<file path="src/rtl/rom_stream_tx_if.sv">
// rom_stream_tx_if -- bus bundle between rom_stream_tx and its neighbours.
//   Source side : src_addr/src_rd out, src_data/src_ack back (variable latency).
//   Sink side   : ioctl_download/ioctl_addr/ioctl_dout/ioctl_wr out.
// master = the transmitter, slave = source memory plus ioctl sink.
interface rom_stream_tx_if;
  logic [24:0] src_addr;
  logic        src_rd;
  logic [7:0]  src_data;
  logic        src_ack;
  logic        ioctl_download;
  logic [24:0] ioctl_addr;
  logic [7:0]  ioctl_dout;
  logic        ioctl_wr;

  modport master (
    output src_addr, src_rd, ioctl_download, ioctl_addr, ioctl_dout, ioctl_wr,
    input  src_data, src_ack
  );

  modport slave (
    input  src_addr, src_rd, ioctl_download, ioctl_addr, ioctl_dout, ioctl_wr,
    output src_data, src_ack
  );
endinterface

</file>
<file path="src/rtl/rom_stream_tx.sv">
// rom_stream_tx -- copies `length` bytes from a variable-latency source memory
// to an ioctl-style byte download port, one byte at a time.
//   CLK, RESETn     : clock, asynchronous active-low reset
//   start           : one-cycle request, only looked at while idle
//   abort           : drops any transfer in progress back to idle
//   src_base        : first source address
//   dst_base        : first ioctl_addr emitted
//   length          : byte count (0 = immediate done, no download)
//   busy / done     : not idle / one-cycle completion pulse
//   bus (master)    : src_addr/src_rd/src_data/src_ack and ioctl_* signals
// WR_GAP sets the idle cycles inserted after every ioctl_wr (0..15).
module rom_stream_tx #(
  parameter int WR_GAP = 2
) (
  input  logic        CLK,
  input  logic        RESETn,
  input  logic        start,
  input  logic        abort,
  input  logic [24:0] src_base,
  input  logic [24:0] dst_base,
  input  logic [24:0] length,
  output logic        busy,
  output logic        done,
  rom_stream_tx_if.master bus
);

  localparam logic [2:0] S_IDLE   = 3'd0;
  localparam logic [2:0] S_REQ    = 3'd1;
  localparam logic [2:0] S_WAIT   = 3'd2;
  localparam logic [2:0] S_WRITE  = 3'd3;
  localparam logic [2:0] S_GAP    = 3'd4;
  localparam logic [2:0] S_FINISH = 3'd5;

  // Last count value of the gap timer; unused when WR_GAP is 0.
  localparam logic [3:0] GAP_LAST = 4'(WR_GAP - 1);

  logic [2:0]  state;
  logic [24:0] src_q;
  logic [24:0] dst_q;
  logic [24:0] len_q;
  logic [24:0] n;
  logic [24:0] n_inc;
  logic [3:0]  gap_cnt;

  assign n_inc = n + 25'd1;

  // Strobes decode straight from state so reset clears them without a clock.
  assign busy       = (state != S_IDLE);
  assign done       = (state == S_FINISH);
  assign bus.src_rd = (state == S_REQ);
  assign bus.ioctl_wr = (state == S_WRITE);

  always_ff @(posedge CLK or negedge RESETn) begin
    if (!RESETn) begin
      state              <= S_IDLE;
      src_q              <= '0;
      dst_q              <= '0;
      len_q              <= '0;
      n                  <= '0;
      gap_cnt            <= '0;
      bus.src_addr       <= '0;
      bus.ioctl_addr     <= '0;
      bus.ioctl_dout     <= '0;
      bus.ioctl_download <= 1'b0;
    end else if (abort && state != S_IDLE) begin
      // Abort beats any ack or start seen in the same cycle.
      state              <= S_IDLE;
      bus.ioctl_download <= 1'b0;
    end else begin
      case (state)
        S_IDLE: begin
          if (start) begin
            if (length != '0) begin
              src_q              <= src_base;
              dst_q              <= dst_base;
              len_q              <= length;
              n                  <= '0;
              bus.src_addr       <= src_base;
              bus.ioctl_download <= 1'b1;
              state              <= S_REQ;
            end else begin
              state <= S_FINISH;
            end
          end
        end
        S_REQ: state <= S_WAIT;
        S_WAIT: begin
          if (bus.src_ack) begin
            bus.ioctl_dout <= bus.src_data;
            bus.ioctl_addr <= dst_q + n;
            state          <= S_WRITE;
          end
        end
        S_WRITE: begin
          n <= n_inc;
          if (n_inc == len_q) begin
            bus.ioctl_download <= 1'b0;
            state              <= S_FINISH;
          end else if (WR_GAP == 0) begin
            bus.src_addr <= src_q + n_inc;
            state        <= S_REQ;
          end else begin
            gap_cnt <= '0;
            state   <= S_GAP;
          end
        end
        S_GAP: begin
          // n already advanced in WRITE, so it points at the next byte here.
          if (gap_cnt == GAP_LAST) begin
            bus.src_addr <= src_q + n;
            state        <= S_REQ;
          end else begin
            gap_cnt <= gap_cnt + 4'd1;
          end
        end
        S_FINISH: state <= S_IDLE;
        default:  state <= S_IDLE;
      endcase
    end
  end

endmodule

</file>
<file path="src/flat_wrapper.sv">
// flat-port wrapper written by rule: the top's interface ports become plain ports
module rom_stream_tx_flat 
#(
  parameter int WR_GAP = 2
)
  (CLK, RESETn, start, abort, src_base, dst_base, length, busy, done, bus_src_addr, bus_src_rd, bus_ioctl_download, bus_ioctl_addr, bus_ioctl_dout, bus_ioctl_wr, bus_src_data, bus_src_ack);
  rom_stream_tx_if bus_i ();
  input  logic CLK;
  input  logic RESETn;
  input  logic start;
  input  logic abort;
  input  logic [24:0] src_base;
  input  logic [24:0] dst_base;
  input  logic [24:0] length;
  output logic busy;
  output logic done;
  output wire logic [$bits(bus_i.src_addr)-1:0] bus_src_addr;
  output wire logic [$bits(bus_i.src_rd)-1:0] bus_src_rd;
  output wire logic [$bits(bus_i.ioctl_download)-1:0] bus_ioctl_download;
  output wire logic [$bits(bus_i.ioctl_addr)-1:0] bus_ioctl_addr;
  output wire logic [$bits(bus_i.ioctl_dout)-1:0] bus_ioctl_dout;
  output wire logic [$bits(bus_i.ioctl_wr)-1:0] bus_ioctl_wr;
  input wire logic [$bits(bus_i.src_data)-1:0] bus_src_data;
  input wire logic [$bits(bus_i.src_ack)-1:0] bus_src_ack;
  assign bus_src_addr = bus_i.src_addr;
  assign bus_src_rd = bus_i.src_rd;
  assign bus_ioctl_download = bus_i.ioctl_download;
  assign bus_ioctl_addr = bus_i.ioctl_addr;
  assign bus_ioctl_dout = bus_i.ioctl_dout;
  assign bus_ioctl_wr = bus_i.ioctl_wr;
  assign bus_i.src_data = bus_src_data;
  assign bus_i.src_ack = bus_src_ack;
  rom_stream_tx #(.WR_GAP(WR_GAP)) u_core (.CLK(CLK), .RESETn(RESETn), .start(start), .abort(abort), .src_base(src_base), .dst_base(dst_base), .length(length), .busy(busy), .done(done), .bus(bus_i));
endmodule
</file>
<file path="config.mk">
export PLATFORM = sky130hd
export DESIGN_NAME = rom_stream_tx_flat
export DESIGN_NICKNAME = d
export VERILOG_FILES = /design/src/rtl/rom_stream_tx_if.sv /design/src/rtl/rom_stream_tx.sv /design/src/flat_wrapper.sv
export SDC_FILE = /design/constraint.sdc
export NUM_CORES = 1
export LEC_CHECK = 0
export BUFFER_PORTS_ARGS = -buffer_cell sky130_fd_sc_hd__buf_2
export CORE_ASPECT_RATIO = 0.75
export CORE_UTILIZATION = 50
export DETAILED_ROUTE_END_ITERATION = 10
export PLACE_DENSITY = 0.73
export SLEW_MARGIN = 0
export SYNTH_ARGS = -nofsm -noshare
export SYNTH_HDL_FRONTEND = slang
export SYNTH_SLANG_ARGS = --single-unit
</file>
<file path="constraint.sdc">
create_clock -name CLK -period 3.63 [get_ports CLK]
set_input_delay 0.363 -clock CLK [delete_from_list [all_inputs] [get_ports CLK]]
set_output_delay 0.363 -clock CLK [all_outputs]
set_load 0.005 [all_outputs]
</file>
==> run summary, run 1 <==
PD cells: 698.5 nW/µm²
Post-synth EDFFs: 0
sequential element share of the synthesized area: 0.4165
n_diodes: 0
Setup TNS Final: 0 ns
CP Capture Type: flip-flop
grt met1 use: 0.4013
part of the cycle the worst path needs: 0.8944
Post-Layout Cell Count: 1513
largest net degree at the start of global routing: 84
Vias/cell: 5.730
Setup violations, final: 0
all-layer global routing usage: 0.2660
post-detail-place hpwl: 19.37 mm
Max Clk Rate: 308.0 MHz
CTS clk-pin slew, worst paths: 0.07 ns
port bufs: 150
count leader, synth: nand2_1
initial antenna violation count: 0
Nets: 1388
total CTS buffers: 17
post-synthesis async set-or-reset flop share: 1.000
crit path cell chain: ha_1 -> nand4_1 -> nor2_2 -> nand2_1 -> xnor2_1 -> nand4_1 -> or4_4 -> o211ai_4 -> or2_4 -> o211ai_2
top cell type's share of synthesized area: 0.4165
Syn. warnings: 0
Starting Density: 0.5133
WL/cell: 17.42 µm
cell taking the most area after synthesis: dfrtp_1
unrepaired setup endpoints after global routing: false
Main synth FF type: dfrtp_1
CTS tree: yes
Least-Margin Pin Slew: 1.175 ns
most instantiated cells after synthesis: nand2_1 (244), dfrtp_1 (166), o21ai_0 (107)
Synth Register Bits: 166
M2 GR Usage: 0.3741
hold depth: 3
Worst EP arrival: 3.53 ns
Cells after Synth: 1114
Syn-to-layout area delta: 16.56%
CP Launch Type: flip-flop
CTS Sinks: 166
Root Driver: clkbuf_16
CP top delay family: simple AND/OR/NAND/NOR gates
die height: 124.3 µm
initial DRC count: 668
required time of the worst setup path: 3.91 ns
die area: 20520 µm²
R2R setup slack: 0.38 ns
Final Hold Vio Count: 0
worst relative slew slack: 0.2165
chip width: 165.1 µm
H-tree levels: 4
GRT Max-Usage Layer: met1
vias in the first global route: 7993
maximum fanout along the worst path: 10
share of layout cells above drive strength 1: 0.2016
met3 usage in global routing: 0.07393
Placed Instances: 1480
Worst VDD drop: 0.5773 mV
Routability Congestion: 0.9600
# rows: 44
max-cap viol count: 0
most used cell, CP: nand4_1
R2R Path Start: u_core.n[0]
final wirelength: 26.36 mm
I/O pins: 151
Slowest-stage cell, CP: or4_4
Period minus WS final: 3.247 ns
core area: 19430 µm²
Antenna Nets Post-Route: 0
Worst Hold Class: in2reg
drt first pass iters: 5
Syn Area/Cell: 8.954 µm²
Syn Nets: 1255
clock latency on the worst-skew pair: 0.43 ns
Post-Synthesis Cell Area: 9975 µm²
Critical R2R Capture: u_core.state[2]
max incr delay on CP: 0.57 ns
Lkg Pwr: 5.693 nW
Worst R2R Path Depth: 10
Clock Path Buffers: 2
top cells by area, synth: dfrtp_1 (42%), nand2_1 (9.2%), ha_1 (6.4%), o21ai_0 (5.4%), mux2_2 (4.1%)
Post-CTS Setup Inserts: 0
outcome: completed
Hold Crit Endpoint: u_core.dst_q[14]
DR vias: 8669
first-pass GRT wire length: 42.47 mm
crit path buf inv count: 0
final max-slew violation count: 0
Worst Path Class, Setup: reg2reg
drc violations: 0
Hold Path Origin: dst_base[14]
Clock Skews: 0.007102 ns
grt total ovfl: 0
library cells used by synthesis: 69
## layer usage
metal	routed length, µm	vias to the layer above
li1	-	4216
met1	12820	4083
met2	10960	342
met3	2209	28
met4	374	0
met5	0	-
## registers in the layout, summed over array words and instances, names as in the netlist
name / cells
u_core.bus.src_addr: 25
u_core.dst_q: 25
u_core.bus.ioctl_download: 1
u_core.src_q: 25
u_core.bus.ioctl_addr: 25
u_core.bus.ioctl_dout: 8
u_core.n: 25
u_core.gap_cnt: 4
u_core.len_q: 25
u_core.state: 3
## through the flow
stage	utilization	instance area [µm²]	worst slack (ns)	total power, mW	hold slack [ns]
finish	0.5982	11630	0.3835	8.120	0.1196
global placement	0.5650	10980	0.4578	6.095	0.3580
detailed placement	0.5650	10980	0.3781	6.183	0.3616
CTS	0.5979	11620	0.3610	8.139	0.1086
global route	0.5982	11630	0.07255	8.705	0.1106
floorplan	-	9975	0.8363	5.028	0.06741
## worst reg2reg max path: cells and delay by family (launching register included)
kind / cells / cell delay [ns]
adders and majority gates: 1 / 0.38
AOI/OAI and AO/OA: 2 / 0.35
DFF: 1 / 0.50
and+or+nand+nor: 6 / 1.69
xor gates and xnor gates: 1 / 0.19
## placed cells by master, fill, tap and decap left out, types with 6 or more instances in the layout
cell / instances
o31ai_1: 21
nor3_1: 29
nor4_1: 7
a21oi_1: 52
o41ai_1: 6
a31oi_1: 10
a211oi_1: 9
a21o_1: 24
ha_1: 51
mux2_2: 36
nand4_1: 11
buf_2: 149
dfrtp_1: 166
and3_1: 13
nor2b_1: 11
buf_4: 12
and4_1: 7
o21ai_0: 107
inv_1: 21
xnor2_1: 40
mux2i_1: 12
or3_1: 6
nor2_1: 45
o21a_1: 6
nand2_1: 244
clkbuf_16: 17
nand2b_1: 10
nand3_1: 22
xor2_1: 28
## worst max path at each step
stage | start | end | cells after the start
final | u_core.n[0] | u_core.state[2] | 10
after global routing | u_core.n[0] | u_core.bus.src_addr[22] | 12
after CTS | u_core.n[0] | u_core.bus.src_addr[22] | 12
after detailed placement | u_core.n[2] | u_core.bus.src_addr[22] | 10
after global placement | u_core.n[2] | u_core.bus.src_addr[22] | 10
after floorplan | u_core.n[0] | u_core.bus.src_addr[22] | 12
## cell type report
cell class | count | area, µm²
Sequential cell | 166 | 4154
Clock buffer | 17 | 425.4
Timing Repair Buffer | 166 | 917.1
Inverter | 21 | 78.83
Fill cell | 1695 | 7807
Multi-Input combinational cell | 875 | 5532
Tap cell | 253 | 316.6
Clock inverter | 15 | 202.7
## logic make-up (layout without fill, tap and decap cells)
family	after synthesis	in the layout	share of synthesized area
XOR/XNOR	68	68	0.05971
flip-flops	166	166	0.4165
AND/OR/NAND/NOR	434	434	0.2031
buffers and inverters	73	219	0.03149
multiplexers	48	48	0.05268
AO/OA/AOI/OAI	272	272	0.1686
adder cells (fa/ha/maj)	53	53	0.06799
## where the power goes
| part | internal, mW | switching (mW) |
|---|---|---|
| clock network | 1.16 | 0.786 |
| logic | 1.34 | 1.65 |
| registers | 2.60 | 0.598 |
| total | 5.09 | 3.03 |
## repair_timing
item | 4_1_cts | 5_1_grt
endpoints found under the setup margin | 0 | 1
gates resized for setup | 0 | 1
hold endpoints to repair | 56 | 0
hold buffers | 1 | 0
Power figures use the tool's default switching activity.
==> run 2: changes to the inputs <==
Settings changed: CORE_MARGIN set to 2, CORE_UTILIZATION 50 to 46, MAX_ROUTING_LAYER set to met4, PLACE_DENSITY 0.73 to 0.69.
==> run summary, run 2 (same netlist as run 1, synthesis figures left out) <==
die height: 131.5 µm
PD cells: 700.6 nW/µm²
Worst R2R Path Depth: 10
final max-slew violation count: 0
CP top delay family: simple AND/OR/NAND/NOR gates
Comb pwr share: 0.364
H-tree levels: 4
Least-Margin Pin Slew: 1.185 ns
Psw: 3.021 mW
Lkg Pwr: 5.735 nW
CTS clk-pin slew, worst paths: 0.06 ns
first-pass GRT wire length: 43.71 mm
CTS tree: yes
WL/cell: 17.39 µm
Slowest-stage cell, CP: dfrtp_1
post-detail-place hpwl: 20.18 mm
Internal Pwr Total: 5.176 mW
max-cap viol count: 0
Area after DPL: 11040 µm²
Clock Skews: 0.01407 ns
largest net degree at the start of global routing: 91
Post-CTS Setup Inserts: 0
Vias/cell: 5.632
port bufs: 150
n_diodes: 0
chip width: 174.0 µm
Worst Path Class, Setup: reg2reg
initial antenna violation count: 0
Placed Instances: 1520
worst relative slew slack: 0.2096
crit path buf inv count: 1
total CTS buffers: 17
Syn-to-layout area delta: 17.30%
I/O pins: 151
most common cell after layout, fill and taps aside: nand2_1
part of the cycle the worst path needs: 0.8987
most frequent cells in the layout: nand2_1 (244), dfrtp_1 (166), buf_2 (149)
max incr delay on CP: 0.61 ns
Clock Path Buffers: 2
Period minus WS final: 3.262 ns
clock latency on the worst-skew pair: 0.43 ns
unrepaired setup endpoints after global routing: false
CTS Sinks: 166
Post-CTS Resized: 0
maximum fanout along the worst path: 7
CP Launch Type: flip-flop
drc violations: 0
Root Driver: clkbuf_16
WHS: 0.01175 ns
# rows: 46
Routability Congestion: 0.9542
crit path cell chain: nand4_4 -> nor3_1 -> buf_4 -> and3_1 -> xnor2_1 -> o2111ai_1 -> or4_4 -> o211ai_4 -> or2_4 -> o211ai_2
drt first pass iters: 5
part of the power in registers: 0.388
all-layer global routing usage: 0.2451
Max Clk Rate: 306.5 MHz
die area: 22890 µm²
Worst Hold Class: in2async
Levels on crit path: 10
vias in the first global route: 8065
Starting Density: 0.4709
final wirelength: 27.00 mm
Setup violations, final: 0
Setup TNS Final: 0 ns
Post-Layout Cell Count: 1552
Worst VDD drop: 0.4207 mV
Final Hold Vio Count: 0
Worst EP arrival: 3.55 ns
final instance area: 11700 µm²
required time of the worst setup path: 3.91 ns
core area: 21180 µm²
Antenna Nets Post-Route: 0
DR vias: 8741
initial DRC count: 902
Sw Share: 0.3686
Nets: 1392
outcome: completed
clock power share: 0.248
CP Capture Type: flip-flop
cts hold-fix bufs: 0
share of layout cells above drive strength 1: 0.2041
grt total ovfl: 0
[run 2: metal layers]
layer  vias to the layer above  share of wire  GRT usage
li1                       4226              -          -
met1                      4223           0.51     0.3693
met2                       270           0.43     0.3415
met3                        22          0.055    0.04196
met4                         0          0.012    0.05696
met5                         -              0          -
[run 2: path summary, 6_finish.rpt]
| kind | startpoint | end | slack (ns) |
|---|---|---|---|
| max in group asynchronous | RESETn | u_core.state[0] | 2.80 |
| min | RESETn | u_core.bus.ioctl_dout[7] | 0.01 |
| min in group CLK | dst_base[13] | u_core.dst_q[13] | 0.12 |
| max | u_core.n[8] | u_core.state[2] | 0.37 |
| min reg2reg | u_core.bus.src_addr[17] | u_core.bus.src_addr[17] | 0.47 |
| max reg2reg | u_core.n[8] | u_core.state[2] | 0.37 |
[run 2: layout make-up]
| type | instances | area (µm²) |
|---|---|---|
| timing repair buffer | 170 | 919.6 |
| clock buffer | 20 | 456.7 |
| multi-input combinational | 875 | 5532 |
| tap | 288 | 360.3 |
| inverter | 21 | 78.83 |
| sequential | 166 | 4154 |
| fill | 1978 | 9480 |
| clock inverter | 12 | 198.9 |
[run 2: per-stage QoR]
stage,worst slack [ns],utilization,power [mW]
6_report,0.3677,0.5524,8.197
2_1_floorplan,0.8363,-,5.028
5_1_grt,0.1297,0.5524,8.750
3_5_place_dp,0.4021,0.5211,6.168
4_1_cts,0.3288,0.5520,8.224
3_3_place_gp,0.4760,0.5211,6.086
[run 2: power by group through the flow]
stage / sequential (mW) / clock, mW / combinational, mW
floorplan: 3.01 / 0 / 2.02
global placement: 3.18 / 0 / 2.91
detailed placement: 3.19 / 0 / 2.97
CTS: 3.17 / 2.06 / 2.99
global route: 3.26 / 2.13 / 3.35
finish: 3.18 / 2.03 / 2.98
